$ cat src/rtl/mul_pkg.sv
// rtl/mul_pkg.sv - shared width, counter and Booth recoding constants for the multiplier.
package mul_pkg;

    localparam int MUL_WIDTH = 32;
    localparam int MUL_CNT_W = $clog2(MUL_WIDTH + 2);

    localparam logic [1:0] BOOTH_NOP = 2'b00;
    localparam logic [1:0] BOOTH_ADD = 2'b01;
    localparam logic [1:0] BOOTH_SUB = 2'b10;

    typedef enum logic {
        ST_IDLE = 1'b0,
        ST_BUSY = 1'b1
    } mul_state_t;

endpackage

$ cat src/rtl/mul_booth_if.sv
// rtl/mul_booth_if.sv - operand/product handshake bundle; is_signed exists only with MUL_UNSIGNED_EN.
interface mul_booth_if
    import mul_pkg::*;
#(
    parameter int WIDTH = MUL_WIDTH
);
    logic [WIDTH-1:0] a;
    logic [WIDTH-1:0] b;
    logic             start;
`ifdef MUL_UNSIGNED_EN
    logic             is_signed;
`endif
    logic [WIDTH-1:0] hi;
    logic [WIDTH-1:0] lo;
    logic             busy;
    logic             done;

    modport master (
`ifdef MUL_UNSIGNED_EN
        output is_signed,
`endif
        output a, b, start,
        input  hi, lo, busy, done
    );

    modport slave (
`ifdef MUL_UNSIGNED_EN
        input  is_signed,
`endif
        input  a, b, start,
        output hi, lo, busy, done
    );

endinterface

$ cat src/rtl/mul_booth_step.sv
// rtl/mul_booth_step.sv - one radix-2 Booth iteration: add/sub multiplicand, then arithmetic shift right.
module mul_booth_step
    import mul_pkg::*;
#(
    parameter int WIDTH = MUL_WIDTH
) (
    input  logic [WIDTH:0] i_acc,
    input  logic [WIDTH:0] i_mq,
    input  logic           i_q1,
    input  logic [WIDTH:0] i_mcand,
    output logic [WIDTH:0] o_acc,
    output logic [WIDTH:0] o_mq,
    output logic           o_q1
);

    logic [1:0]     w_op;
    logic [WIDTH:0] w_sum;

    always_comb begin
        w_op  = {i_mq[0], i_q1};
        w_sum = i_acc;
        case (w_op)
            BOOTH_ADD: w_sum = i_acc + i_mcand;
            BOOTH_SUB: w_sum = i_acc - i_mcand;
            default:   w_sum = i_acc;
        endcase
    end

    // Shift {sum, mq, q_1} right by one with the sign bit replicated.
    assign o_acc = {w_sum[WIDTH], w_sum[WIDTH:1]};
    assign o_mq  = {w_sum[0], i_mq[WIDTH:1]};
    assign o_q1  = i_mq[0];

endmodule

$ cat src/rtl/mul_booth.sv
// rtl/mul_booth.sv - iterative radix-2 Booth multiplier top; MUL_UNSIGNED_EN adds the is_signed select.
module mul_booth
    import mul_pkg::*;
#(
    parameter int WIDTH = MUL_WIDTH
) (
    input  logic       clock,
    input  logic       resetn,
    mul_booth_if.slave bus
);

    localparam int                CNT_W    = $clog2(WIDTH + 2);
    localparam logic [CNT_W-1:0]  CNT_LAST = CNT_W'(WIDTH);

    mul_state_t       r_state;
    mul_state_t       w_state_nxt;
    logic [WIDTH:0]   r_acc;
    logic [WIDTH:0]   r_mq;
    logic             r_q1;
    logic [WIDTH:0]   r_mcand;
    logic [CNT_W-1:0] r_count;
    logic             r_done;

    logic             w_sign;
    logic             w_last;
    logic [WIDTH:0]   w_acc_nxt;
    logic [WIDTH:0]   w_mq_nxt;
    logic             w_q1_nxt;

`ifdef MUL_UNSIGNED_EN
    assign w_sign = bus.is_signed;
`else
    assign w_sign = 1'b1;
`endif

    mul_booth_step #(
        .WIDTH (WIDTH)
    ) u_step (
        .i_acc   (r_acc),
        .i_mq    (r_mq),
        .i_q1    (r_q1),
        .i_mcand (r_mcand),
        .o_acc   (w_acc_nxt),
        .o_mq    (w_mq_nxt),
        .o_q1    (w_q1_nxt)
    );

    // A new start always wins, even over the final iteration of an older operation.
    always_comb begin
        w_state_nxt = r_state;
        w_last      = (r_count == CNT_LAST);
        if (bus.start) begin
            w_state_nxt = ST_BUSY;
        end else if (r_state == ST_BUSY && w_last) begin
            w_state_nxt = ST_IDLE;
        end
    end

    always_ff @(posedge clock) begin
        if (resetn) begin
            r_state <= ST_IDLE;
            r_done  <= 1'b0;
            r_count <= '0;
            r_acc   <= '0;
            r_mq    <= '0;
            r_q1    <= 1'b0;
            r_mcand <= '0;
        end else begin
            r_state <= w_state_nxt;
            r_done  <= 1'b0;
            if (bus.start) begin
                r_mcand <= {w_sign & bus.a[WIDTH-1], bus.a};
                r_mq    <= {w_sign & bus.b[WIDTH-1], bus.b};
                r_acc   <= '0;
                r_q1    <= 1'b0;
                r_count <= '0;
            end else if (r_state == ST_BUSY) begin
                r_acc   <= w_acc_nxt;
                r_mq    <= w_mq_nxt;
                r_q1    <= w_q1_nxt;
                r_count <= r_count + CNT_W'(1);
                if (w_last) begin
                    r_done <= 1'b1;
                end
            end
        end
    end

    // Product is the low 2*WIDTH bits of {acc, mq}.
    assign bus.hi   = {r_acc[WIDTH-2:0], r_mq[WIDTH]};
    assign bus.lo   = r_mq[WIDTH-1:0];
    assign bus.busy = (r_state == ST_BUSY);
    assign bus.done = r_done;

endmodule

$ cat src/flat_wrapper.sv
// flat-port wrapper written by rule: the top's interface ports become plain ports
module mul_booth_flat import mul_pkg::*;
#(
    parameter int WIDTH = MUL_WIDTH
)
  (clock, resetn, bus_a, bus_b, bus_start, bus_hi, bus_lo, bus_busy, bus_done);
  mul_booth_if #(.WIDTH(WIDTH)) bus_i ();
  input  logic clock;
  input  logic resetn;
  input wire logic [$bits(bus_i.a)-1:0] bus_a;
  input wire logic [$bits(bus_i.b)-1:0] bus_b;
  input wire logic [$bits(bus_i.start)-1:0] bus_start;
  output wire logic [$bits(bus_i.hi)-1:0] bus_hi;
  output wire logic [$bits(bus_i.lo)-1:0] bus_lo;
  output wire logic [$bits(bus_i.busy)-1:0] bus_busy;
  output wire logic [$bits(bus_i.done)-1:0] bus_done;
  assign bus_i.a = bus_a;
  assign bus_i.b = bus_b;
  assign bus_i.start = bus_start;
  assign bus_hi = bus_i.hi;
  assign bus_lo = bus_i.lo;
  assign bus_busy = bus_i.busy;
  assign bus_done = bus_i.done;
  mul_booth #(.WIDTH(WIDTH)) u_core (.clock(clock), .resetn(resetn), .bus(bus_i));
endmodule
$ cat config.mk
export PLATFORM = sky130hd
export DESIGN_NAME = mul_booth_flat
export DESIGN_NICKNAME = d
export VERILOG_FILES = /design/src/rtl/mul_pkg.sv /design/src/rtl/mul_booth_if.sv /design/src/rtl/mul_booth_step.sv /design/src/rtl/mul_booth.sv /design/src/flat_wrapper.sv
export SDC_FILE = /design/constraint.sdc
export NUM_CORES = 1
export LEC_CHECK = 0
export CORE_ASPECT_RATIO = 2
export CORE_UTILIZATION = 53
export DETAILED_ROUTE_END_ITERATION = 7
export PLACE_DENSITY = 0.89
export SLEW_MARGIN = 20
export SYNTH_ARGS = -nofsm -noshare
export SYNTH_HDL_FRONTEND = slang
export SYNTH_SLANG_ARGS = --single-unit
$ cat constraint.sdc
create_clock -name clock -period 4.2 [get_ports clock]
set_input_delay 0.63 -clock clock [delete_from_list [all_inputs] [get_ports clock]]
set_output_delay 0.63 -clock clock [all_outputs]
set_load 0.01 [all_outputs]
==> metrics.yaml <==
outcome:
  run_status: "finished clean"
setup_path:
  cp-endpoint: "u_core.r_acc[31]"
  rr_endpoint: "u_core.r_acc[31]"
  crit_type: "reg -> reg"
  startpoint_type: "flop"
  critPathLaunch: "u_core.r_mcand[12]"
  r2r_setup_slack_ns: 0.26
  path_max_fanout: 6
  reg2reg_depth: 18
  cp_data_arrival_time_ns: 4.23
  crit_required_ns: 4.49
  setup.worst_path.end_class: "flop"
  reg2reg_from: "u_core.r_mcand[12]"
synthesis:
  avgSynthCellArea_um2: 7.894
  ys_ff_latch: 106
  yosysTopAreaCell: "dfxtp_1"
  synthTopCellsByCount: "160 x nor2_1, 106 x dfxtp_1, 100 x a21oi_1, 71 x mux2i_1, 59 x nand2_1"
  synth_ff_type: "dfxtp_1"
  syn_area_um2: 6970
  synth_top_cells_by_area: "dfxtp_1 30%, mux2i_1 10%, nor2_1 8.6%"
  synth.most_common_cell: "nor2_1"
  synth_edf_count: 0
  synthArstFlopShare_pct: 0
  yosysSeqAreaShare_pct: 30.44
  yosys_warnings: 0
  synth.distinct_cells: 63
  syn_inst: 883
  syn_nets: 987
  synth_top_area_share_pct: 30.44
floorplan:
  fp.coreArea_um2: 12700
  rows: 58
  die_h_um: 164.2
  initial_core_util_pct: 54.89
  die_width_um: 83.09
  die_area_um2: 13640
  io_pins: 133
power_and_ir_drop:
  ir_drop_mv: 0.2267
  switching_share_pct: 32.40
  p_int_mw: 1.826
  power_switching_uw: 874.9
  p_leak_nw: 3.356
  pwr-share-clk_pct: 30.0
  power_frac_seq_pct: 41.8
  p_comb_share_pct: 28.2
  powerDensity_nw_per_um2: 321.9
placed_design:
  place.gp.congestion: 0.9434
  dp_hpwl_um: 13820
  port-buffer-count: 132
  dpl_worst_slack_ns: 0.3069
final_layout:
  area_delta_synth_final_pct: 20.37
  fill_cells: 1031
  drive_above_1_share_pct: 4.812
  nets: 1055
  n_antenna_cell: 0
clocking:
  cts_root_buffer: "clkbuf_16"
  cts_buffer_depth: 2
  ctsHoldBuffers: 0
  worstSkewPairLatency_ns: 0.35
  cts_sinks: 106
  cts_tree: "yes"
  htreeDepth: 3
  cts_buffers: 9
  path_clk_slew_ns: 0.08
route:
  wirelength_um: 18370
  dr.first_iter.drc_count: 284
  vias: 6463
  ant_nets: 0
  post_drt_via_cell_ratio: 5.844
  wire_per_inst_um: 16.61
  dr.pass1.iters: 5
  route.detailed.drc: 0
sta:
  hold_viol_final: 0
  fin_crit_ns: 3.938
  slew_headroom_pct: 31.16
  rsz0062_at_grt: "no"
  hold_slack_ns: 0.4873
  finalClockSkew_ns: 0.007401
  finalSetupViolations: 0
  fin_crit_sh_pct: 93.76
  fin_ws_ns: 0.2622
  clock.fmax_ghz: 0.2539
  worstMarginPinSlew_ns: 1.031
  fin_tns_setup_ns: 0
  slew_violations: 0
global_routing:
  grt_antenna_before_repair: 0
  grt_pass1_wl_um: 29800
  track_usage_pct: 27.01
  grt_max_degree: 68
  grt_pass1_vias: 6558
  gr-total-overflow: 0
worst_hold_path:
  hold_path_class: "reg -> reg"
run:
  drv_cap: 0
-- per-layer routing --
metal	routed length, um	track usage, %	up-vias
met2	9978	51.49	207
li1	-	-	3183
met4	961	17.32	0
met5	0	0	-
met1	6523	25.78	3003
met3	902	5.779	70
-- power groups by stage --
stage | Sequential (mW) | Combinational [mW] | Clock [mW]
2_1_floorplan | 1.13 | 0.540 | 0
3_3_place_gp | 1.15 | 0.737 | 0
3_5_place_dp | 1.15 | 0.752 | 0
4_1_cts | 1.13 | 0.758 | 0.824
5_1_grt | 1.14 | 0.834 | 0.871
6_report | 1.13 | 0.762 | 0.811
-- final cells by class --
type / instances / area (um^2) / share of cell area [%]
Clock buffer: 9 / 225.2 / 2.684
Clock inverter: 7 / 53.80 / 0.6412
Inverter: 22 / 82.58 / 0.9842
Multi-Input combinational cell: 672 / 4342 / 51.74
Sequential cell: 106 / 2126 / 25.34
Tap cell: 150 / 187.7 / 2.237
Timing Repair Buffer: 140 / 1374 / 16.37
-- how the worst min path moves through the flow --
| stage | startpoint | end | slack, ns | cells past startpoint |
|---|---|---|---|---|
| final | u_core.r_count[5] | u_core.bus.done | 0.49 | 2 |
| after CTS | u_core.r_count[5] | u_core.bus.done | 0.48 | 2 |
| after global routing | u_core.r_count[5] | u_core.bus.done | 0.51 | 2 |
| after detailed placement | u_core.r_count[5] | u_core.bus.done | 0.47 | 2 |
| after floorplan | u_core.r_count[5] | u_core.bus.done | 0.44 | 2 |
| after global placement | u_core.r_count[5] | u_core.bus.done | 0.47 | 2 |
-- cell usage in the layout, fill, tap and decap left out, drive strengths merged, types with 5 or more instances in the layout --
cell type and n:
o21bai 5, dfxtp 106, a21oi 101, ha 36, o21a 6, nor4 7, nor2 160, o211ai 7
mux2i 71, nand2 59, nand4 5, nor3 18, xor2 10, o21ai 36, clkbuf 9, nand3 7
nor2b 9, buf 10, clkdlybuf4s50 130, inv 23, a21o 12, a31oi 16, xnor2 51
-- sequential cells by signal (all words and copies together) (netlist names) --
name             cells
u_core.bus.busy      1
u_core.bus.done      1
u_core.r_acc        32
u_core.r_count       6
u_core.r_mcand      32
u_core.r_mq         33
u_core.r_q1          1
-- timing repair --
item	in CTS	in global routing
buffers inserted	0	0
endpoints found under the setup margin	0	2
resized for setup	0	1
hold endpoints to repair	0	0
-- stage by stage --
| step | utilization [%] | instances | power (mW) | cell area, um^2 |
|---|---|---|---|---|
| final | 66.07 | 1106 | 2.701 | 8391 |
| after global routing | 66.07 | 1106 | 2.841 | 8391 |
| after CTS | 66.03 | 1106 | 2.710 | 8386 |
| after detailed placement | 63.83 | 1090 | 1.902 | 8107 |
| after global placement | 63.83 | 1090 | 1.885 | 8107 |
| after floorplan | - | 883 | 1.667 | 6970 |
-- cell families (layout without fill, tap and decap cells) --
logic type | after synthesis | count (layout) | share of synthesized area [%]
AO/OA/AOI/OAI | 215 | 215 | 19.06
XOR/XNOR | 61 | 61 | 7.665
adder cells (fa/ha/maj) | 37 | 37 | 6.749
buffers and inverters | 105 | 178 | 7.378
flip-flops | 106 | 106 | 30.44
multiplexers | 73 | 73 | 10.52
AND/OR/NAND/NOR | 286 | 286 | 18.18
-- worst max-delay path, stage by stage, from the launching register on --
cell and delay [ns]:
dfxtp_1 0.38, or4_4 0.60, nor4_4 0.19, nand2b_2 0.12, nor4_1 0.20, buf_4 0.18
nand2_1 0.05, nor2_1 0.17, a21oi_1 0.11, xnor2_1 0.26, ha_1 0.36, a21oi_1 0.21
nor2b_1 0.07, nor2_1 0.12, nand3b_1 0.09, a311o_1 0.29, a21o_1 0.18, a31oi_1 0.18
a41o_1 0.12
Note: power is estimated with default switching activity, not from simulation.
